**src/rtl/mem_port_arbiter_if.sv**
```systemverilog
// Bundle between the two line-fill requesters, the arbiter and the memory port.
// slave = arbiter view, master = requester/memory-side view.
interface mem_port_arbiter_if #(
    parameter int WORD_SIZE  = 16,
    parameter int LINE_WORDS = 4
);
    logic                            i_req;
    logic [WORD_SIZE-1:0]            i_addr;
    logic                            i_gnt;
    logic [WORD_SIZE-1:0]            i_rdata;
    logic                            i_rvalid;
    logic                            i_done;

    logic                            d_req;
    logic                            d_we;
    logic [WORD_SIZE-1:0]            d_addr;
    logic [WORD_SIZE*LINE_WORDS-1:0] d_wdata;
    logic                            d_gnt;
    logic [WORD_SIZE-1:0]            d_rdata;
    logic                            d_rvalid;
    logic                            d_done;

    logic                            mem_req;
    logic                            mem_we;
    logic [WORD_SIZE-1:0]            mem_addr;
    logic [WORD_SIZE-1:0]            mem_wdata;
    logic [WORD_SIZE-1:0]            mem_rdata;
    logic                            mem_ack;

    modport slave (
        input  i_req, i_addr, d_req, d_we, d_addr, d_wdata, mem_rdata, mem_ack,
        output i_gnt, i_rdata, i_rvalid, i_done,
        output d_gnt, d_rdata, d_rvalid, d_done,
        output mem_req, mem_we, mem_addr, mem_wdata
    );

    modport master (
        output i_req, i_addr, d_req, d_we, d_addr, d_wdata, mem_rdata, mem_ack,
        input  i_gnt, i_rdata, i_rvalid, i_done,
        input  d_gnt, d_rdata, d_rvalid, d_done,
        input  mem_req, mem_we, mem_addr, mem_wdata
    );
endinterface

```
**src/rtl/mem_port_arbiter.sv**
```systemverilog
// Shares one word-wide memory port between I-fill and D-fill/writeback, one line per grant.
// Grant to first beat is one cycle; each beat waits for mem_ack; one DONE + one IDLE cycle between lines.
module mem_port_arbiter #(
    parameter int WORD_SIZE    = 16,
    parameter int LINE_WORDS   = 4,
    parameter int STARVE_LIMIT = 2
) (
    input  logic              clk,
    input  logic              reset,
    mem_port_arbiter_if.slave bus
);
    localparam int BW = (LINE_WORDS > 1) ? $clog2(LINE_WORDS) : 1;
    localparam int SW = $clog2(STARVE_LIMIT + 1);

    localparam logic [1:0] ST_IDLE = 2'd0;
    localparam logic [1:0] ST_XFER = 2'd1;
    localparam logic [1:0] ST_DONE = 2'd2;

    localparam logic [BW-1:0]        LAST_BEAT  = BW'(LINE_WORDS - 1);
    localparam logic [SW-1:0]        STREAK_MAX = SW'(STARVE_LIMIT);
    localparam logic [WORD_SIZE-1:0] LINE_MASK  = ~WORD_SIZE'(LINE_WORDS - 1);

    logic [1:0]           state_q, state_d;
    logic                 own_d_q, own_d_d;
    logic [WORD_SIZE-1:0] base_q, base_d;
    logic                 we_q, we_d;
    logic [WORD_SIZE-1:0] word_q [LINE_WORDS];
    logic [WORD_SIZE-1:0] word_d [LINE_WORDS];
    logic [BW-1:0]        beat_q, beat_d;
    logic [SW-1:0]        streak_q, streak_d;

    logic grant_d, grant_i;
    logic xfer, done_st, rd_beat;

    // D wins a contested grant until it has won STARVE_LIMIT in a row over a waiting I.
    assign grant_d = bus.d_req && (!bus.i_req || (streak_q < STREAK_MAX));
    assign grant_i = bus.i_req && !grant_d;

    always_comb begin
        state_d  = state_q;
        own_d_d  = own_d_q;
        base_d   = base_q;
        we_d     = we_q;
        word_d   = word_q;
        beat_d   = beat_q;
        streak_d = streak_q;
        case (state_q)
            ST_IDLE: begin
                if (grant_d || grant_i) begin
                    state_d = ST_XFER;
                    own_d_d = grant_d;
                    base_d  = (grant_d ? bus.d_addr : bus.i_addr) & LINE_MASK;
                    we_d    = grant_d && bus.d_we;
                    beat_d  = '0;
                    for (int k = 0; k < LINE_WORDS; k++) begin
                        word_d[k] = bus.d_wdata[k*WORD_SIZE +: WORD_SIZE];
                    end
                    if (grant_d && bus.i_req) begin
                        streak_d = (streak_q == STREAK_MAX) ? STREAK_MAX : streak_q + SW'(1);
                    end else begin
                        streak_d = '0;
                    end
                end
            end
            ST_XFER: begin
                if (bus.mem_ack) begin
                    if (beat_q == LAST_BEAT) begin
                        state_d = ST_DONE;
                    end else begin
                        beat_d = beat_q + BW'(1);
                    end
                end
            end
            ST_DONE: begin
                state_d = ST_IDLE;
                beat_d  = '0;
            end
            default: state_d = ST_IDLE;
        endcase
    end

    always_ff @(posedge clk) begin
        if (reset) begin
            state_q  <= ST_IDLE;
            own_d_q  <= 1'b0;
            base_q   <= '0;
            we_q     <= 1'b0;
            beat_q   <= '0;
            streak_q <= '0;
            for (int k = 0; k < LINE_WORDS; k++) begin
                word_q[k] <= '0;
            end
        end else begin
            state_q  <= state_d;
            own_d_q  <= own_d_d;
            base_q   <= base_d;
            we_q     <= we_d;
            beat_q   <= beat_d;
            streak_q <= streak_d;
            word_q   <= word_d;
        end
    end

    assign xfer    = (state_q == ST_XFER);
    assign done_st = (state_q == ST_DONE);
    assign rd_beat = xfer && bus.mem_ack && !we_q;

    assign bus.mem_req   = xfer;
    assign bus.mem_we    = xfer && we_q;
    assign bus.mem_addr  = xfer ? base_q + WORD_SIZE'(beat_q) : '0;
    assign bus.mem_wdata = xfer ? word_q[beat_q] : '0;

    assign bus.i_gnt    = (xfer || done_st) && !own_d_q;
    assign bus.d_gnt    = (xfer || done_st) && own_d_q;
    assign bus.i_rvalid = rd_beat && !own_d_q;
    assign bus.d_rvalid = rd_beat && own_d_q;
    assign bus.i_rdata  = bus.i_rvalid ? bus.mem_rdata : '0;
    assign bus.d_rdata  = bus.d_rvalid ? bus.mem_rdata : '0;
    assign bus.i_done   = done_st && !own_d_q;
    assign bus.d_done   = done_st && own_d_q;
endmodule

```
**src/flat_wrapper.sv**
```systemverilog
// flat-port wrapper written by rule: the top's interface ports become plain ports
module mem_port_arbiter_flat 
#(
    parameter int WORD_SIZE    = 16,
    parameter int LINE_WORDS   = 4,
    parameter int STARVE_LIMIT = 2
)
  (clk, reset, bus_i_req, bus_i_addr, bus_d_req, bus_d_we, bus_d_addr, bus_d_wdata, bus_mem_rdata, bus_mem_ack, bus_i_gnt, bus_i_rdata, bus_i_rvalid, bus_i_done, bus_d_gnt, bus_d_rdata, bus_d_rvalid, bus_d_done, bus_mem_req, bus_mem_we, bus_mem_addr, bus_mem_wdata);
  mem_port_arbiter_if #(.WORD_SIZE(WORD_SIZE), .LINE_WORDS(LINE_WORDS)) bus_i ();
  input  logic clk;
  input  logic reset;
  input wire logic [$bits(bus_i.i_req)-1:0] bus_i_req;
  input wire logic [$bits(bus_i.i_addr)-1:0] bus_i_addr;
  input wire logic [$bits(bus_i.d_req)-1:0] bus_d_req;
  input wire logic [$bits(bus_i.d_we)-1:0] bus_d_we;
  input wire logic [$bits(bus_i.d_addr)-1:0] bus_d_addr;
  input wire logic [$bits(bus_i.d_wdata)-1:0] bus_d_wdata;
  input wire logic [$bits(bus_i.mem_rdata)-1:0] bus_mem_rdata;
  input wire logic [$bits(bus_i.mem_ack)-1:0] bus_mem_ack;
  output wire logic [$bits(bus_i.i_gnt)-1:0] bus_i_gnt;
  output wire logic [$bits(bus_i.i_rdata)-1:0] bus_i_rdata;
  output wire logic [$bits(bus_i.i_rvalid)-1:0] bus_i_rvalid;
  output wire logic [$bits(bus_i.i_done)-1:0] bus_i_done;
  output wire logic [$bits(bus_i.d_gnt)-1:0] bus_d_gnt;
  output wire logic [$bits(bus_i.d_rdata)-1:0] bus_d_rdata;
  output wire logic [$bits(bus_i.d_rvalid)-1:0] bus_d_rvalid;
  output wire logic [$bits(bus_i.d_done)-1:0] bus_d_done;
  output wire logic [$bits(bus_i.mem_req)-1:0] bus_mem_req;
  output wire logic [$bits(bus_i.mem_we)-1:0] bus_mem_we;
  output wire logic [$bits(bus_i.mem_addr)-1:0] bus_mem_addr;
  output wire logic [$bits(bus_i.mem_wdata)-1:0] bus_mem_wdata;
  assign bus_i.i_req = bus_i_req;
  assign bus_i.i_addr = bus_i_addr;
  assign bus_i.d_req = bus_d_req;
  assign bus_i.d_we = bus_d_we;
  assign bus_i.d_addr = bus_d_addr;
  assign bus_i.d_wdata = bus_d_wdata;
  assign bus_i.mem_rdata = bus_mem_rdata;
  assign bus_i.mem_ack = bus_mem_ack;
  assign bus_i_gnt = bus_i.i_gnt;
  assign bus_i_rdata = bus_i.i_rdata;
  assign bus_i_rvalid = bus_i.i_rvalid;
  assign bus_i_done = bus_i.i_done;
  assign bus_d_gnt = bus_i.d_gnt;
  assign bus_d_rdata = bus_i.d_rdata;
  assign bus_d_rvalid = bus_i.d_rvalid;
  assign bus_d_done = bus_i.d_done;
  assign bus_mem_req = bus_i.mem_req;
  assign bus_mem_we = bus_i.mem_we;
  assign bus_mem_addr = bus_i.mem_addr;
  assign bus_mem_wdata = bus_i.mem_wdata;
  mem_port_arbiter #(.WORD_SIZE(WORD_SIZE), .LINE_WORDS(LINE_WORDS), .STARVE_LIMIT(STARVE_LIMIT)) u_core (.clk(clk), .reset(reset), .bus(bus_i));
endmodule
```
**config.mk**
```make
export PLATFORM = sky130hd
export DESIGN_NAME = mem_port_arbiter_flat
export DESIGN_NICKNAME = d
export VERILOG_FILES = /design/src/rtl/mem_port_arbiter_if.sv /design/src/rtl/mem_port_arbiter.sv /design/src/flat_wrapper.sv
export SDC_FILE = /design/constraint.sdc
export NUM_CORES = 1
export LEC_CHECK = 0
export ABC_CLOCK_PERIOD_IN_PS = 1400
export BUFFER_PORTS_ARGS = -buffer_cell sky130_fd_sc_hd__buf_4
export CORE_ASPECT_RATIO = 1.75
export CORE_MARGIN = 4
export CORE_UTILIZATION = 43
export CTS_CLUSTER_SIZE = 14
export DETAILED_ROUTE_END_ITERATION = 8
export PLACE_DENSITY = 0.75
export RECOVER_POWER = 25
export SYNTH_ARGS = -nofsm -noshare
export SYNTH_HDL_FRONTEND = slang
export SYNTH_SLANG_ARGS = --single-unit
```
**constraint.sdc**
```tcl
create_clock -name clk -period 1.4 [get_ports clk]
set_input_delay 0.07 -clock clk [delete_from_list [all_inputs] [get_ports clk]]
set_output_delay 0.07 -clock clk [all_outputs]
set_load 0.01 [all_outputs]
```
==> results of run 1 <==
## metrics by stage
step,setup TNS (ps),util (%)
floorplan,-865,-
global placement,-3060,61.7
detailed placement,-7960,61.7
CTS,-34680,94.5
## routing by layer
| layer | GRT usage (%) | overflow |
|---|---|---|
| met5 | 1.43 | 0 |
| met3 | 50.9 | 2 |
| met4 | 81.6 | 38 |
| met2 | 89.9 | 48 |
| met1 | 71.7 | 0 |
## repair_timing
item                                    4_1_cts
endpoints found under the hold margin        54
setup buffers                                32
pin swaps                                   125
endpoints found under the setup margin      152
hold buffers                                 54
gates resized for setup                     366
cloned                                       30
## cell families after synthesis
family | Yosys count | synth area share (%)
muxes | 31 | 12.3
buffers and inverters | 44 | 5.23
DFF | 86 | 41.4
AOI/OAI and AO/OA | 92 | 12.7
and+or+nand+nor | 231 | 26.6
adders and majority gates | 6 | 1.80
==> metrics.txt, run 1 <==
status=stopped before the end; Exit stage=5_1_grt; Error=[ERROR GRT-0232] Routing congestion too high. Check the congestion heatmap in the GUI.; GRT Util Overall=~73%; CTS Buf Count=9; placed cell areas=approximately 0.006 mm^2; GP Congestion=~0.80; synthesized area per cell=8.50 um^2; Post-synth top cells=nand2_1, dfxtp_1, and2_1; Top Ports=190; Synth Flop Type=dfxtp_1; Row Count=47; CTS Root Cell=clkbuf_16; Seq/Total Area, Yosys=between 40% and 50%; Synth area leader=dfxtp_1; GR repair worst EP=bus_i_rdata[11]; clock buffer depth=2; synthesized net count=between 600 and 700; most numerous cell in the Yosys netlist=nand2_1; Mapped Cells=490; top area cells in the synthesized netlist=dfxtp_1, nand2_1, and2_1; synth warn=0; die height=between 100 and 150 um; Synth top area share=between 40 and 50%; worst ep type=output port; pre-CTS WS=-160 ps; Distinct cells, synth=36; clock sink count=86; total grt overflow=88; Cell Area, Synth=about 0.0042 mm^2; CTS H-tree depth=3; Synth async-reset ratio=0%; dpl cells=between 700 and 800; DPL Wire Length=between 8 and 9 mm; Post-synth EDFFs=0; largest net degree at the start of global routing=48; Initial Util=between 40% and 50%; Die W=82.4 um; synthesized flop and latch total=86; number of buffers added on ports=around 190
==> run 2: changes to the inputs <==
--- a/config.mk
+++ b/config.mk
@@ -5,14 +5,12 @@
 export SDC_FILE = /design/constraint.sdc
 export NUM_CORES = 1
 export LEC_CHECK = 0
-export ABC_CLOCK_PERIOD_IN_PS = 1400
+export ABC_CLOCK_PERIOD_IN_PS = 1800
 export BUFFER_PORTS_ARGS = -buffer_cell sky130_fd_sc_hd__buf_4
-export CORE_ASPECT_RATIO = 1.75
 export CORE_MARGIN = 4
-export CORE_UTILIZATION = 43
-export CTS_CLUSTER_SIZE = 14
+export CORE_UTILIZATION = 30
 export DETAILED_ROUTE_END_ITERATION = 8
-export PLACE_DENSITY = 0.75
+export PLACE_DENSITY_LB_ADDON = 0.15
 export RECOVER_POWER = 25
 export SYNTH_ARGS = -nofsm -noshare
 export SYNTH_HDL_FRONTEND = slang
==> constraint.sdc (replaced) <==
create_clock -name clk -period 1.8 [get_ports clk]
set_input_delay 0.09 -clock clk [delete_from_list [all_inputs] [get_ports clk]]
set_output_delay 0.09 -clock clk [all_outputs]
set_load 0.01 [all_outputs]
==> metrics.txt, run 2 <==
status=finished, violations left; failing checks=setup timing; Cell Area, Synth=0.00416 mm^2; CTS Root Cell=clkbuf_16; WL final=13.1 mm; fmax=between 0.5 and 0.6 GHz; number of fill cells=about 1200; share of layout cells above drive strength 1=between 30% and 40%; nets@finish=about 850; Setup WS post-layout=-17.6 ps; pre-CTS WS=around 120 ps; worst r2r src=u_core.state_q[1]; Synth area leader=dfxtp_1; CTS clk-pin slew, worst paths=about 60 ps; slew margin rel.=about 68%; CTS tree=done; CP endpoint=bus_d_rdata[1]; DRT iter0 DRCs=around 220; total grt overflow=0; die area=0.0158 mm^2; critical path fanouts, max=8; synth warn=0; Final period util=101%; first-pass GRT wire length=approximately 21 mm; Initial Util=roughly 31%; Synth Flop Type=dfxtp_1; Seq/Total Area, Yosys=between 40 and 50%; dpl cells=about 830; Hold WC Path Type=in -> reg; Worst Clk Skew=between 6 and 7 ps; Die W=about 130 um; GRT Util Overall=15.8%; Setup Viol. Count Final=7; Finished Layout Cells=906; multi-input logic area=0.00234 mm^2; die height=126 um; core area=between 0.01 and 0.015 mm^2; Cell Pwr Density=~1200 mW/mm^2; most numerous cell in the Yosys netlist=nand2_1; WL per Instance=approximately 14 um; Reg2Reg Depth=7; vias per inst=around 4.6; Tmin final=~1800 ps; worst-skew pair later-pin latency=between 300 and 400 ps; most common cell after layout, fill and taps aside=buf_4; Distinct cells, synth=36; synthesized flop and latch total=between 80 and 90; worst endpoint required time=~1700 ps; Top Ports=190; final hold violations=0; synthesized area per cell=~8.5 um^2; synthesized net count=between 600 and 700; clock buffer depth=2; Synth async-reset ratio=0%; critical path type=reg -> out; Tightest Pin Transition=between 400 and 500 ps; VDD IR max=between 0.0008 and 0.0009 V; Static Leak=slightly above 0.003 uW; Post-synth EDFFs=0; Arr. time, crit path=~1700 ps; biggest regs=u_core.word_q: 64 flops, u_core.base_q: 14 flops; top area cells in the synthesized netlist=dfxtp_1, nand2_1, and2_1; largest net degree at the start of global routing=between 40 and 50; Antenna Nets Post-Route=0; Worst Setup Start Kind=flip-flop; RSZ-0062 raised after global routing=yes; First-pass DRT Iterations=4; DR DRC count=0; Mapped Cells=approximately 500; Register Area=between 0.0015 and 0.002 mm^2; commonest cells after routing, fill and taps aside=buf_4, nand2_1, dfxtp_1; CP Launch Point=u_core.state_q[1]; CTS Buf Count=9; GP Congestion=around 0.75; Slew Viols, Final=0; Vias=just over 4000; max_cap viols=0; Largest register FFs=between 60 and 70; number of buffers added on ports=~190; r2r setup slk=roughly 110 ps; Synth top area share=41.4%; Crit. End Element=output pin; vias in the first global route=around 4200; Reg-to-Reg End=u_core.beat_q[1]; Row Count=42; Area growth, synth to finish=66.4%; diodes inserted=0; clock sink count=86; CTS H-tree depth=3; Post-synth top cells=nand2_1, dfxtp_1, and2_1; Largest Register=u_core.word_q; initial antenna violation count=0; DPL Wire Length=9.18 mm
-- run 2: area by class of cell --
cell class	count	area share, %
multi-input cells	360	33.7
repair buffers	264	33.7
flip-flops and latches	86	25.0
clock buffers	11	3.65
well taps	176	3.18
clock inverters	5	0.578
inverters	4	0.217
-- run 2: kinds of logic (layout without fill, tap and decap cells) --
group                    after synthesis  count (layout)  synth area share (%)
multiplexers                          31              31                  12.3
adder cells (fa/ha/maj)                6               6                  1.80
AO/OA/AOI/OAI                         92              92                  12.7
buffers and inverters                 44             284                  5.23
flip-flops                            86              86                  41.4
AND/OR/NAND/NOR                      231             231                  26.6
-- run 2: where the power goes --
group	internal, uW	switching, uW
sequential	2380	249
clock	1020	790
combinational	1860	1780
-- run 2: worst min path at each step --
stage                             end             from  cells past startpoint  slack, ps
floorplan            u_core.word_q[0]  bus_d_wdata[48]                      2        230
global placement     u_core.word_q[3]  bus_d_wdata[51]                      3        340
detailed placement  u_core.word_q[61]  bus_d_wdata[13]                      3        350
CTS                 u_core.word_q[26]  bus_d_wdata[42]                      3        0.8
global route        u_core.word_q[18]  bus_d_wdata[34]                      3          4
finish               u_core.word_q[5]  bus_d_wdata[53]                      3          8
-- run 2: what timing repair did --
item,CTS,global route
setup endpoints to repair,67,60
hold buffers,52,0
pin swaps,0,24
gates cloned,0,2
endpoints found under the hold margin,52,0
buffers inserted,2,2
resized for setup,7,74
-- run 2: through the flow --
stage               power (uW)  hold WS (ps)  setup TNS (ps)  cell area [um^2]  utilization (%)
floorplan                 4600           226               0              4160                -
global placement          5910           342               0              5820             43.5
detailed placement        5980           347               0              5820             43.5
CTS                       7990         0.759           -19.5              6680             49.9
global route              8670          3.65            -998              6930             51.7
finish                    8080          7.98           -76.2              6930             51.7
-- run 2: critical path, stage by stage, from the launching register on --
cell and delay (ps):
dfxtp_2 330, inv_2 80, ha_4 160, nand2_4 60, nor3b_4 330, buf_6 190, and2_4 140, buf_6 100
-- run 2: routing by layer --
metal	up-vias	share of wire (%)	GRT usage [%]
met2	120	50	27.9
met5	-	0	0
met4	0	0.82	3.09
met1	1913	42	18.6
met3	9	6.8	5.88
li1	2109	-	-
Note: power is estimated with default switching activity, not from simulation.
==> run 3: changes to the inputs <==
--- a/config.mk
+++ b/config.mk
@@ -7,8 +7,8 @@
 export LEC_CHECK = 0
 export ABC_CLOCK_PERIOD_IN_PS = 1800
 export BUFFER_PORTS_ARGS = -buffer_cell sky130_fd_sc_hd__buf_4
-export CORE_MARGIN = 4
-export CORE_UTILIZATION = 30
+export CORE_ASPECT_RATIO = 0.75
+export CORE_UTILIZATION = 25
 export DETAILED_ROUTE_END_ITERATION = 8
 export PLACE_DENSITY_LB_ADDON = 0.15
 export RECOVER_POWER = 25
==> metrics.txt, run 3 (same netlist as run 2, synthesis figures left out) <==
vias in the first global route=3858; Initial Util=25.8%; Antenna Nets Post-Route=0; total grt overflow=0; Flop pwr share=33.5%; final instance area=around 0.0066 mm^2; Pint=5050 uW; hold slack=7.42 ps; CTS H-tree depth=3; initial antenna violation count=0; clock sink count=86; status=finished clean; share of layout cells above drive strength 1=38.7%; Reg2Reg Depth=6; Comb power frac=between 40% and 50%; Slew Viols, Final=0; worst hold stages=3; number of buffers added on ports=185; final hold violations=0; Arr. time, crit path=1680 ps; Largest Register=u_core.word_q; Net Switching=2790 uW; Crit. End Element=output pin; Vias=between 3000 and 4000; critical path fanouts, max=9; worst endpoint required time=between 1500 and 2000 ps; die area=between 0.015 and 0.02 mm^2; Clock Power Share=22.8%; slew margin rel.=72.7%; Tmin final=roughly 1800 ps; CP cell instances=buf_12 -> mux4_2 -> and2_4 -> buf_6; Top Ports=190; CP peak stage delay=510 ps; RSZ-0062 raised after global routing=yes; fmax=0.564 GHz; Setup WS post-layout=25.6 ps; Top delay family on crit path=multiplexers; vias per inst=between 4 and 5; DPL Wire Length=roughly 8.6 mm; Row Count=40; Cell Pwr Density=1190 mW/mm^2; CTS Buf Count=9; fin util=about two fifths; Die W=~150 um; critical path type=reg -> out; Total Power Consumption=7840 uW; commonest cells after routing, fill and taps aside=buf_4, nand2_1, dfxtp_1; Setup Viol. Count Final=0; diodes inserted=0; GRT Util Overall=around 14%; VDD IR max=0.000627 V; worst-skew pair later-pin latency=around 340 ps; Largest register FFs=64; Final period util=a little over nine tenths; First-pass DRT Iterations=4; DRT iter0 DRCs=between 100 and 150; max_cap viols=0; pre-CTS WS=around 160 ps; sw frac=a little over a third; Hold WC Path Type=in -> reg; WL final=around 12 mm; CTS tree=done; die height=roughly 110 um; Tightest Pin Transition=409 ps; largest net degree at the start of global routing=88; placed cell areas=0.00583 mm^2; CTS clk-pin slew, worst paths=approximately 70 ps; WL per Instance=13.6 um; first-pass GRT wire length=approximately 19 mm; Worst Setup Start Kind=flip-flop; CTS Root Cell=clkbuf_16; DR DRC count=0; core area=~0.016 mm^2; Area growth, synth to finish=58.3%; most common cell after layout, fill and taps aside=buf_4; clock buffer depth=2; biggest regs=u_core.word_q: 64 flops, u_core.base_q: 14 flops; r2r setup slk=120 ps; GP Congestion=just over 0.7; nets@finish=between 800 and 900; CP Buf/Inv Count=2; Worst Clk Skew=approximately 14 ps; critical path's slowest cell=mux4_2; Static Leak=between 0.002 and 0.003 uW; instance count on the critical path=4
-- run 3: changes by cell type in the layout (fill, tap and decap cells not counted), moves of 2 or more --
cell,before,now
clkinvlp_4,3,1
buf_4,173,177
clkbuf_1,0,4
dlygate4sd3_1,52,27
buf_6,30,24
buf_12,8,4
and2_1,38,46
clkinv_4,0,2
and2_4,29,20
-- run 3: worst min-delay path: cells and delay by family --
family / cells / cell delay [ps]
and+or+nand+nor: 1 / 50
buffers and inverters: 1 / 110
AOI/OAI and AO/OA: 1 / 50
-- run 3: final timing paths --
path,startpoint,endpoint
max,u_core.beat_q[0],bus_mem_wdata[3]
min,bus_d_wdata[35],u_core.word_q[19]
max reg2reg,u_core.state_q[0],u_core.word_q[53]
min reg2reg,u_core.word_q[58],u_core.word_q[58]
-- run 3: repair_timing --
action	in CTS	in global routing
pin swaps	2	3
hold buffers	26	1
endpoints found under the setup margin	50	63
resized for setup	24	33
endpoints found under the hold margin	26	1
gates cloned	2	1
buffers inserted	3	2
-- run 3: layout make-up --
type / instances / area, um^2
timing repair buffer: 236 / 1990
multi-input combinational: 360 / 2310
tap: 210 / 263
fill: 1661 / 9580
clock buffer: 11 / 243
inverter: 4 / 15.0
sequential: 86 / 1730
clock inverter: 5 / 42.5
-- run 3: metal layers --
metal | GRT usage [%] | routed length (um) | up-vias
met5 | 0 | 0 | -
met4 | 3.00 | 41 | 0
met3 | 3.28 | 466 | 5
met2 | 23.2 | 6010 | 72
met1 | 19.1 | 5890 | 1867
li1 | - | - | 2051
-- run 3: through the flow --
step	TNS [ps]	cells
finish	0	912
global placement	0	861
CTS	-8.08	908
global route	-317	912
detailed placement	0	861
floorplan	0	490
-- run 3: power groups by stage --
stage	Clock [uW]	Combinational, uW	Sequential [uW]
after floorplan	0	2030	2570
after global placement	0	3220	2630
after detailed placement	0	3270	2650
after CTS	1870	3480	2620
after global routing	1930	3780	2680
final	1780	3430	2630
